File: config.mk
export PLATFORM = sky130hd
export DESIGN_NAME = key_fifo_buffer_flat
export DESIGN_NICKNAME = d
export VERILOG_FILES = /design/src/rtl/key_fifo_buffer_if.sv /design/src/rtl/key_fifo_buffer.sv /design/src/flat_wrapper.sv
export SDC_FILE = /design/constraint.sdc
export NUM_CORES = 1
export LEC_CHECK = 0
export ABC_CLOCK_PERIOD_IN_PS = 4900
export BUFFER_PORTS_ARGS = -buffer_cell sky130_fd_sc_hd__buf_2
export CORE_MARGIN = 4
export CORE_UTILIZATION = 60
export DETAILED_ROUTE_END_ITERATION = 7
export PLACE_DENSITY_LB_ADDON = 0.3
export SETUP_SLACK_MARGIN = 0.2
export SLEW_MARGIN = 5
export SYNTH_ARGS = -nofsm -noshare
export SYNTH_HDL_FRONTEND = slang
export SYNTH_SLANG_ARGS = --single-unit
File: constraint.sdc
create_clock -name sw_clk -period 4.9 [get_ports sw_clk]
set_clock_uncertainty 0.05 [all_clocks]
set_input_delay 0.98 -clock sw_clk [delete_from_list [all_inputs] [get_ports sw_clk]]
set_output_delay 0.98 -clock sw_clk [all_outputs]
set_load 0.005 [all_outputs]
File: src/rtl/key_fifo_buffer_if.sv
// Keyboard-buffer bus: raw key lines and consumer command in, queue head and status out.
// The count width follows DEPTH, so DEPTH here must match the buffer's DEPTH.
interface key_fifo_buffer_if #(
   parameter int DEPTH = 8
);
   logic [15:0]              key_in;
   logic                     mode;
   logic [4:0]               eBCD;
   logic [$clog2(DEPTH):0]   count;
   logic                     full;
   logic                     overflow;
   logic                     ac_pulse;

   modport master (
      output key_in, mode,
      input  eBCD, count, full, overflow, ac_pulse
   );

   modport slave (
      input  key_in, mode,
      output eBCD, count, full, overflow, ac_pulse
   );
endinterface

File: src/rtl/key_fifo_buffer.sv
// Calculator keyboard producer: debounces 16 key lines, encodes each accepted press
// and queues it in a small FIFO; the AC key flushes the queue instead of being queued.
module key_fifo_buffer #(
   parameter int DEPTH    = 8,
   parameter int DEBOUNCE = 4,
   parameter int CW       = 8
) (
   input  logic              sw_clk,
   input  logic              rst,
   key_fifo_buffer_if.slave  bus
);
   localparam int             AW       = $clog2(DEPTH);
   localparam logic [CW-1:0]  DB_CNT   = CW'(DEBOUNCE);
   localparam logic [AW:0]    FULL_CNT = (AW+1)'(DEPTH);
   localparam logic [3:0]     AC_CODE  = 4'hd;

   typedef enum logic [1:0] {
      IDLE         = 2'd0,
      PRESS_WAIT   = 2'd1,
      HELD         = 2'd2,
      RELEASE_WAIT = 2'd3
   } state_t;

   state_t          state_q, state_d;
   logic [CW-1:0]   cnt_q, cnt_d;
   logic [15:0]     sample_q, sample_d;
   logic            press_acc;
   logic [3:0]      press_code;

   logic [3:0]      mem_q [DEPTH];
   logic [AW-1:0]   wr_ptr_q, wr_ptr_d;
   logic [AW-1:0]   rd_ptr_q, rd_ptr_d;
   logic [AW:0]     count_q, count_d;
   logic            overflow_q, overflow_d;
   logic            ac_pulse_q, ac_pulse_d;
   logic            is_ac, push_req, push, pop;

   always_ff @(posedge sw_clk) begin
      if (rst) begin
         state_q    <= IDLE;
         cnt_q      <= '0;
         sample_q   <= '0;
         wr_ptr_q   <= '0;
         rd_ptr_q   <= '0;
         count_q    <= '0;
         overflow_q <= 1'b0;
         ac_pulse_q <= 1'b0;
      end else begin
         state_q    <= state_d;
         cnt_q      <= cnt_d;
         sample_q   <= sample_d;
         wr_ptr_q   <= wr_ptr_d;
         rd_ptr_q   <= rd_ptr_d;
         count_q    <= count_d;
         overflow_q <= overflow_d;
         ac_pulse_q <= ac_pulse_d;
      end
   end

   // Storage needs no reset: pointers and count decide what is visible.
   always_ff @(posedge sw_clk) begin
      if (push && !rst)
         mem_q[wr_ptr_q] <= press_code;
   end

   always_comb begin
      state_d   = state_q;
      cnt_d     = cnt_q;
      sample_d  = sample_q;
      press_acc = 1'b0;
      case (state_q)
         IDLE: begin
            if (bus.key_in != '0) begin
               sample_d = bus.key_in;
               if (DEBOUNCE == 1) begin
                  press_acc = 1'b1;
                  state_d   = HELD;
                  cnt_d     = '0;
               end else begin
                  state_d = PRESS_WAIT;
                  cnt_d   = CW'(1);
               end
            end
         end
         PRESS_WAIT: begin
            if (bus.key_in != sample_q) begin
               state_d = IDLE;
               cnt_d   = '0;
            end else begin
               cnt_d = cnt_q + CW'(1);
               if (cnt_d == DB_CNT) begin
                  press_acc = 1'b1;
                  state_d   = HELD;
                  cnt_d     = '0;
               end
            end
         end
         HELD: begin
            if (bus.key_in == '0) begin
               if (DEBOUNCE == 1) begin
                  state_d = IDLE;
                  cnt_d   = '0;
               end else begin
                  state_d = RELEASE_WAIT;
                  cnt_d   = CW'(1);
               end
            end
         end
         RELEASE_WAIT: begin
            if (bus.key_in != '0) begin
               state_d = HELD;
               cnt_d   = '0;
            end else begin
               cnt_d = cnt_q + CW'(1);
               if (cnt_d == DB_CNT) begin
                  state_d = IDLE;
                  cnt_d   = '0;
               end
            end
         end
         default: begin
            state_d = IDLE;
            cnt_d   = '0;
         end
      endcase
   end

   // Lowest set bit wins when several keys are caught in the same sample.
   always_comb begin
      press_code = 4'h0;
      for (int i = 15; i >= 0; i--) begin
         if (sample_d[i])
            press_code = 4'(i);
      end
   end

   always_comb begin
      is_ac      = press_acc && (press_code == AC_CODE);
      push_req   = press_acc && !is_ac;
      pop        = bus.mode && (count_q != '0) && !is_ac;
      push       = push_req && ((count_q != FULL_CNT) || pop);
      wr_ptr_d   = wr_ptr_q;
      rd_ptr_d   = rd_ptr_q;
      count_d    = count_q;
      overflow_d = overflow_q;
      ac_pulse_d = is_ac;
      if (is_ac) begin
         wr_ptr_d   = '0;
         rd_ptr_d   = '0;
         count_d    = '0;
         overflow_d = 1'b0;
      end else begin
         if (push)
            wr_ptr_d = wr_ptr_q + AW'(1);
         if (pop)
            rd_ptr_d = rd_ptr_q + AW'(1);
         if (push && !pop)
            count_d = count_q + (AW+1)'(1);
         else if (pop && !push)
            count_d = count_q - (AW+1)'(1);
         if (push_req && !push)
            overflow_d = 1'b1;
      end
   end

   assign bus.eBCD     = (count_q != '0) ? {1'b1, mem_q[rd_ptr_q]} : 5'h00;
   assign bus.count    = count_q;
   assign bus.full     = (count_q == FULL_CNT);
   assign bus.overflow = overflow_q;
   assign bus.ac_pulse = ac_pulse_q;
endmodule

File: src/flat_wrapper.sv
// flat-port wrapper written by rule: the top's interface ports become plain ports
module key_fifo_buffer_flat 
#(
   parameter int DEPTH    = 8,
   parameter int DEBOUNCE = 4,
   parameter int CW       = 8
)
  (sw_clk, rst, bus_key_in, bus_mode, bus_eBCD, bus_count, bus_full, bus_overflow, bus_ac_pulse);
  key_fifo_buffer_if #(.DEPTH(DEPTH)) bus_i ();
  input  logic sw_clk;
  input  logic rst;
  input wire logic [$bits(bus_i.key_in)-1:0] bus_key_in;
  input wire logic [$bits(bus_i.mode)-1:0] bus_mode;
  output wire logic [$bits(bus_i.eBCD)-1:0] bus_eBCD;
  output wire logic [$bits(bus_i.count)-1:0] bus_count;
  output wire logic [$bits(bus_i.full)-1:0] bus_full;
  output wire logic [$bits(bus_i.overflow)-1:0] bus_overflow;
  output wire logic [$bits(bus_i.ac_pulse)-1:0] bus_ac_pulse;
  assign bus_i.key_in = bus_key_in;
  assign bus_i.mode = bus_mode;
  assign bus_eBCD = bus_i.eBCD;
  assign bus_count = bus_i.count;
  assign bus_full = bus_i.full;
  assign bus_overflow = bus_i.overflow;
  assign bus_ac_pulse = bus_i.ac_pulse;
  key_fifo_buffer #(.DEPTH(DEPTH), .DEBOUNCE(DEBOUNCE), .CW(CW)) u_core (.sw_clk(sw_clk), .rst(rst), .bus(bus_i));
endmodule
* After elaboration in Yosys (flattened, before gate mapping)
Memory sizes are Yosys's and may differ from the RTL's. A register that Yosys moved wholly into a read port is not among the register bits. Index checks and enable logic that the tools add are counted.
Storage, ports and cells: output and inout port bits 12, RAM bits 32, bits in registers 38, logic and storage cells 89, input bits 19, memories kept 1
Operators by class: add/subtract/negate cells 5, eq/ne operators 12, reductions and logical operators 22, muxes and demuxes 41
Memory list:
- u_core.mem_q | depth 8, width 4, read ports 1, clocked after Yosys merged registers in 1, write ports 1, RTL line key_fifo_buffer.sv:30 | logic [3:0] mem_q [DEPTH];
Operators with widths (count):
- two-way mux 4 bit | 18
- two-way mux 8 bit | 5
- two-way mux 16 bit | 2
- one-hot mux 8 bit (4 select lines) | 1
- zero test 16 bit | 1
- inequality test 16 bit | 1
- nonzero test 16 bit | 1
- two-way mux 2 bit | 6
- logical AND 1 bit | 9
- adder 8 x 1 -> 8 bit, second input constant | 1
- == test 4 bit, second input constant | 2
- == test 8 x 3 -> 1 bit, second input constant | 1
- one-hot mux 2 bit (4 select lines) | 1
- adder 3 x 1 -> 3 bit, second input constant | 2
- two-way mux 3 bit | 2
- inequality test 3 x 1 -> 1 bit, second input constant | 2
- two-way mux 1 bit | 5
- two-way mux 5 bit | 1
- adder 4 x 1 -> 4 bit, second input constant | 1
- == test 2 bit, second input constant | 2
- zero test 1 bit | 4
- inequality test 2 x 1 -> 1 bit, second input constant | 2
- inequality test 4 bit, second input constant | 1
- AND reduction 4 bit | 1
- 8 further kinds | 8

* Depth between registers and ports, before layout
depth after elaboration 29, depth in mapped cells 17, mapped depth without buffers 16

* Least setup slack after synthesis
No wires, ideal clock.
path type input to register, start input port bus_key_in[9], end register u_core.count_q[3] (netlist: u_core.bus.count[3]), library setup time 0.116 ns, slack 1.125 ns, stages 16, path buffers 1, arrival 3.609 ns, cells stage by stage nor4_2 a41o_1 mux2i_1 and3_4 and2_4 buf_8 nor2_1 ha_1 inv_1 ha_1 a21o_1 a21oi_1 xnor2_1 nor2_1 xnor2_1 nor2_1
Between the ends: longest elaborated chain between the ends 28, elaborated cells between the ends (all ways) 36
Ends and longest elaborated chain:
- start: declaration | RTL line flat_wrapper.sv:12 | input wire logic [$bits(bus_i.key_in)-1:0] bus_key_in;
- nonzero test 16 bit | RTL line key_fifo_buffer.sv:73 | if (bus.key_in != '0) begin
- two-way mux 16 bit | RTL line key_fifo_buffer.sv:73
- two-way mux 16 bit | RTL line key_fifo_buffer.sv:71 | case (state_q)
- two-way mux 4 bit (16 in series) | RTL line key_fifo_buffer.sv:132 | if (sample_d[i])
- == test 4 bit | RTL line key_fifo_buffer.sv:138 | is_ac = press_acc && (press_code == AC_CODE);
- logical AND 1 bit | RTL line key_fifo_buffer.sv:138
- zero test 1 bit | RTL line key_fifo_buffer.sv:139, key_fifo_buffer.sv:140
- logical AND 1 bit | RTL line key_fifo_buffer.sv:140 | pop = bus.mode && (count_q != '0) && !is_ac;
- logical OR 1 bit | RTL line key_fifo_buffer.sv:141 | push = push_req && ((count_q != FULL_CNT) || pop);
- logical AND 1 bit | RTL line key_fifo_buffer.sv:141
- zero test 1 bit | RTL line key_fifo_buffer.sv:159 | else if (pop && !push)
- logical AND 1 bit | RTL line key_fifo_buffer.sv:159
- nonzero test 2 bit (no source line)
- end signal: assignment | RTL line key_fifo_buffer.sv:54 | count_q <= count_d;
- end: declaration | RTL line key_fifo_buffer.sv:33 | logic [AW:0] count_q, count_d;
Parallel ways exist; a longest one is shown, timed or not. A chain may end at the register's enable or synchronous reset.

* Worst setup path in the final report
Ends and elaborated chain as after synthesis.

==> impl_results.md <==
* Sequential fraction of the synthesis area at 44.36%
* Initial antenna violation count at 0
* Syn avg cell area at 10.17 um2
* Cell variety after synth at 69
* Drt wl/cell at 16.87 um
* Pleak at around 1.5 nW
* Critical path type: in -> reg
* DRT iter0 DRCs at 155
* Largest net degree at the start of global routing at 34
* P_int at about 1.0 mW
* First drt pass iteration count at 5
* CTS resizes at 0
* Core ar. at 0.006422 mm2
* WP buf/inv at 2
* ANT nets after route at 0
* CP endpoint kind: flop
* Net Count, Synth at between 400 and 500
* VDD IR-drop max at about 0.15 mV
* Synth warn at 0
* Drc violations at 0
* Worst slack at placement at 481.8 ps
* TritonCTS buffer count at 9
* Worst-Margin Slew at between 900 and 1000 ps
* Setup Buffers After CTS at 0
* Total GRT Usage at a little over a fifth
* Ratio of cells with drive above 1 in the final layout at between 15 and 20%
* Final setup fails at 0
* Final wirelength at between 8 and 9 mm
* Total negative slack at 0 ps
* Slew HR at 33.37%
* RSZ-0062 raised after global routing: no
* Reg power frac at a little under half
* Worst path top cell family by delay: compound AO/OA/AOI/OAI gates
* Hold Crit Class: reg -> reg
* Status: finished, final reports clean
* First-pass GRT wire length at between 10 and 15 mm
* EDFF count, synth at 32
* Post-synth top area share at about a quarter
* DP HPWL at roughly 6.3 mm
* Max Cap Viol at 0
* Critical Path Max Stage Delay at approximately 490 ps
* Yosys top cell by area: edfxtp_1
* Max Fanout on Critical Path at 10
* Ports at 31
* CP max stage cell: nor4_2
* FMAX at about 240 MHz
* Worst path cell trace: buf_2, nor4_2, a41o_1, mux2i_1, and3_4, nand2_1, o21ai_0, ha_1, inv_1, ha_1, a21o_1, a21oi_1, xnor2_1, nor2_1, xnor2_1, nor2_1
* Fin crit period at 4089 ps
* CP Launch Type: input pin
* Slack of the critical path at 811.4 ps
* CTS sink count at 73
* Sw Ratio at a little under a third
* Clock group share of total power at 26.3%
* Met1 GRT Util at 26.74%
* Asr flop ratio synth at 0%
* Die width at around 90 um
* Initial core utilization at 62.54%
* Slew Limit Fails at 0
* Gr busiest metal: met2
* FF+latch count, synth at 73
* Critical Path RT at slightly above 5000 ps
* Worst-path clk slew at 70 ps
* IO buf count at 30
* Gr ovfl total at 0
* GR Util met3 at roughly 5.1%
* Post-synthesis instance total at ~400
* Vias in the first global route at around 3,000
* DR vias/cell at 6.195
* # diodes at 0
* CTS H-tree depth at 3
* PnR Total Power at between 1.5 and 2 mW
* Die Y at 89.82 um
* Root Buffer: clkbuf_8
* Netlist Area Pre-Place at between 0.004 and 0.005 mm2
* Cell Pwr Density at 353.8 mW/mm2
* Worst skew pair latency at ~350 ps
* Gate power share at 25.7%
* Fillers at 500
* GR Layer Usage met2 at 37.41%
* Die area at 0.008067 mm2
* # rows at 29
* Period Utilization, post-route at 83.44%
* Critical path arrival at 4270 ps
* Hold_buf cts at 0
* CTS tree: yes
* Hold Vio Cnt, Final at 0
* Most used flip-flop cell after synthesis: dfxtp_1
* Synth area leaders: edfxtp_1, dfxtp_1, nand2_1, mux4_2, nor2_1
* Placer Congestion at ~0.91
* Fin nets at approximately 450
* Vias at 3,116
* Area delta synth->final at 8.131%
* Psw at around 0.5 mW
* R2R Setup Slk at ~1300 ps
* Clk buf depth at 2
==> cell type report <==
type                       count  area (um2)  share of cell area [%]
clock buffer                  10       127.6                   2.939
tap                           77       96.34                   2.218
clock inverter                 6       36.28                  0.8355
timing repair buffer          32       165.2                   3.803
sequential                    73        1782                   41.03
multi-input combinational    295        2098                   48.31
inverter                      10       37.54                  0.8643
==> worst paths after layout <==
| check | endpoint | cells after the start | start |
|---|---|---|---|
| worst max-delay path | u_core.bus.count[3]$_SDFFE_PP0P_ | 16 | bus_key_in[9] |
| worst min-delay path | u_core.bus.overflow$_SDFFE_PP0P_ | 2 | u_core.bus.overflow$_SDFFE_PP0P_ |
| worst max register to register | u_core.bus.count[3]$_SDFFE_PP0P_ | 16 | u_core.cnt_q[0]$_SDFFE_PP0P_ |
| worst min register to register | u_core.bus.overflow$_SDFFE_PP0P_ | 2 | u_core.bus.overflow$_SDFFE_PP0P_ |
==> state kept, by name, indices dropped and copies added, names as in the netlist, named ones only <==
register,flops
u_core.bus.ac_pulse,1
u_core.bus.count,4
u_core.bus.overflow,1
u_core.rd_ptr_q,3
u_core.mem_q,32
u_core.state_q,2
u_core.cnt_q,8
u_core.sample_q,16
u_core.wr_ptr_q,3
==> layout by cell type, fill, tap and decap left out, drive strengths merged, types with 7 or more instances in the layout <==
master   n
mux4     8
xor2     8
a21oi   29
edfxtp  32
clkbuf  10
inv     10
dfxtp   41
nor3     9
buf     32
mux2i    7
ha       7
nor4    16
nor2    41
a211oi   9
xnor2   16
nand2   54
==> per-layer routing <==
layer  part of all wire, %  vias to the layer above
met5                     0                        -
li1                      -                     1526
met4                   2.5                        0
met1                    43                     1480
met3                   4.6                       20
met2                    50                       90
==> power by group through the flow <==
stage	Sequential (mW)	Combinational, mW	Clock (mW)
after CTS	0.739	0.399	0.410
after global placement	0.749	0.385	0
after detailed placement	0.753	0.397	0
after global routing	0.750	0.446	0.437
after floorplan	0.724	0.292	0
final	0.738	0.395	0.403
==> per-stage QoR <==
step | hold slack [ps] | util (%) | std cells | area [um2]
floorplan | 410.4 | - | 395 | 4016
finish | 448.8 | 67.62 | 503 | 4343
global placement | 407.8 | 65.07 | 487 | 4179
global route | 490.4 | 67.62 | 503 | 4343
CTS | 449.3 | 67.62 | 503 | 4343
detailed placement | 428.2 | 65.07 | 487 | 4179
==> synth_stat cells (all sizes together), types with 3 or more instances <==
| cell | number |
|---|---|
| nor4 | 16 |
| and2 | 3 |
| and4 | 5 |
| a31oi | 4 |
| mux4 | 8 |
| a311oi | 3 |
| dfxtp | 41 |
| a21oi | 29 |
| xnor2 | 16 |
| xor2 | 8 |
| nor4b | 4 |
| mux2i | 7 |
| nor3 | 9 |
| buf | 6 |
| ha | 7 |
| a211oi | 9 |
| clkbuf | 10 |
| nand2b | 4 |
| nand3 | 5 |
| a221o | 4 |
| nand2 | 54 |
| edfxtp | 32 |
| o21ai | 5 |
| nor2b | 5 |
| nand4 | 4 |
| inv | 10 |
| and2b | 3 |
| nor2 | 41 |
| o31ai | 5 |
| a41oi | 4 |
| or3 | 3 |
==> cell families after synthesis <==
group / share of synthesized area (%)
AND/OR/NAND/NOR: 25.02
AO/OA/AOI/OAI: 13.08
flip-flops: 44.36
buffers and inverters: 3.396
XOR/XNOR: 5.234
multiplexers: 6.231
adder cells (fa/ha/maj): 2.679
==> worst reg2reg max path: cells and delay by family, from the launching register on <==
| family | cells | cell delay (ps) |
|---|---|---|
| fa+ha+maj | 3 | 720 |
| xor+xnor | 2 | 290 |
| simple gates | 7 | 1370 |
| compound gates | 3 | 580 |
| flops | 1 | 420 |
| buf+inv | 1 | 90 |
Power figures use the tool's default switching activity.
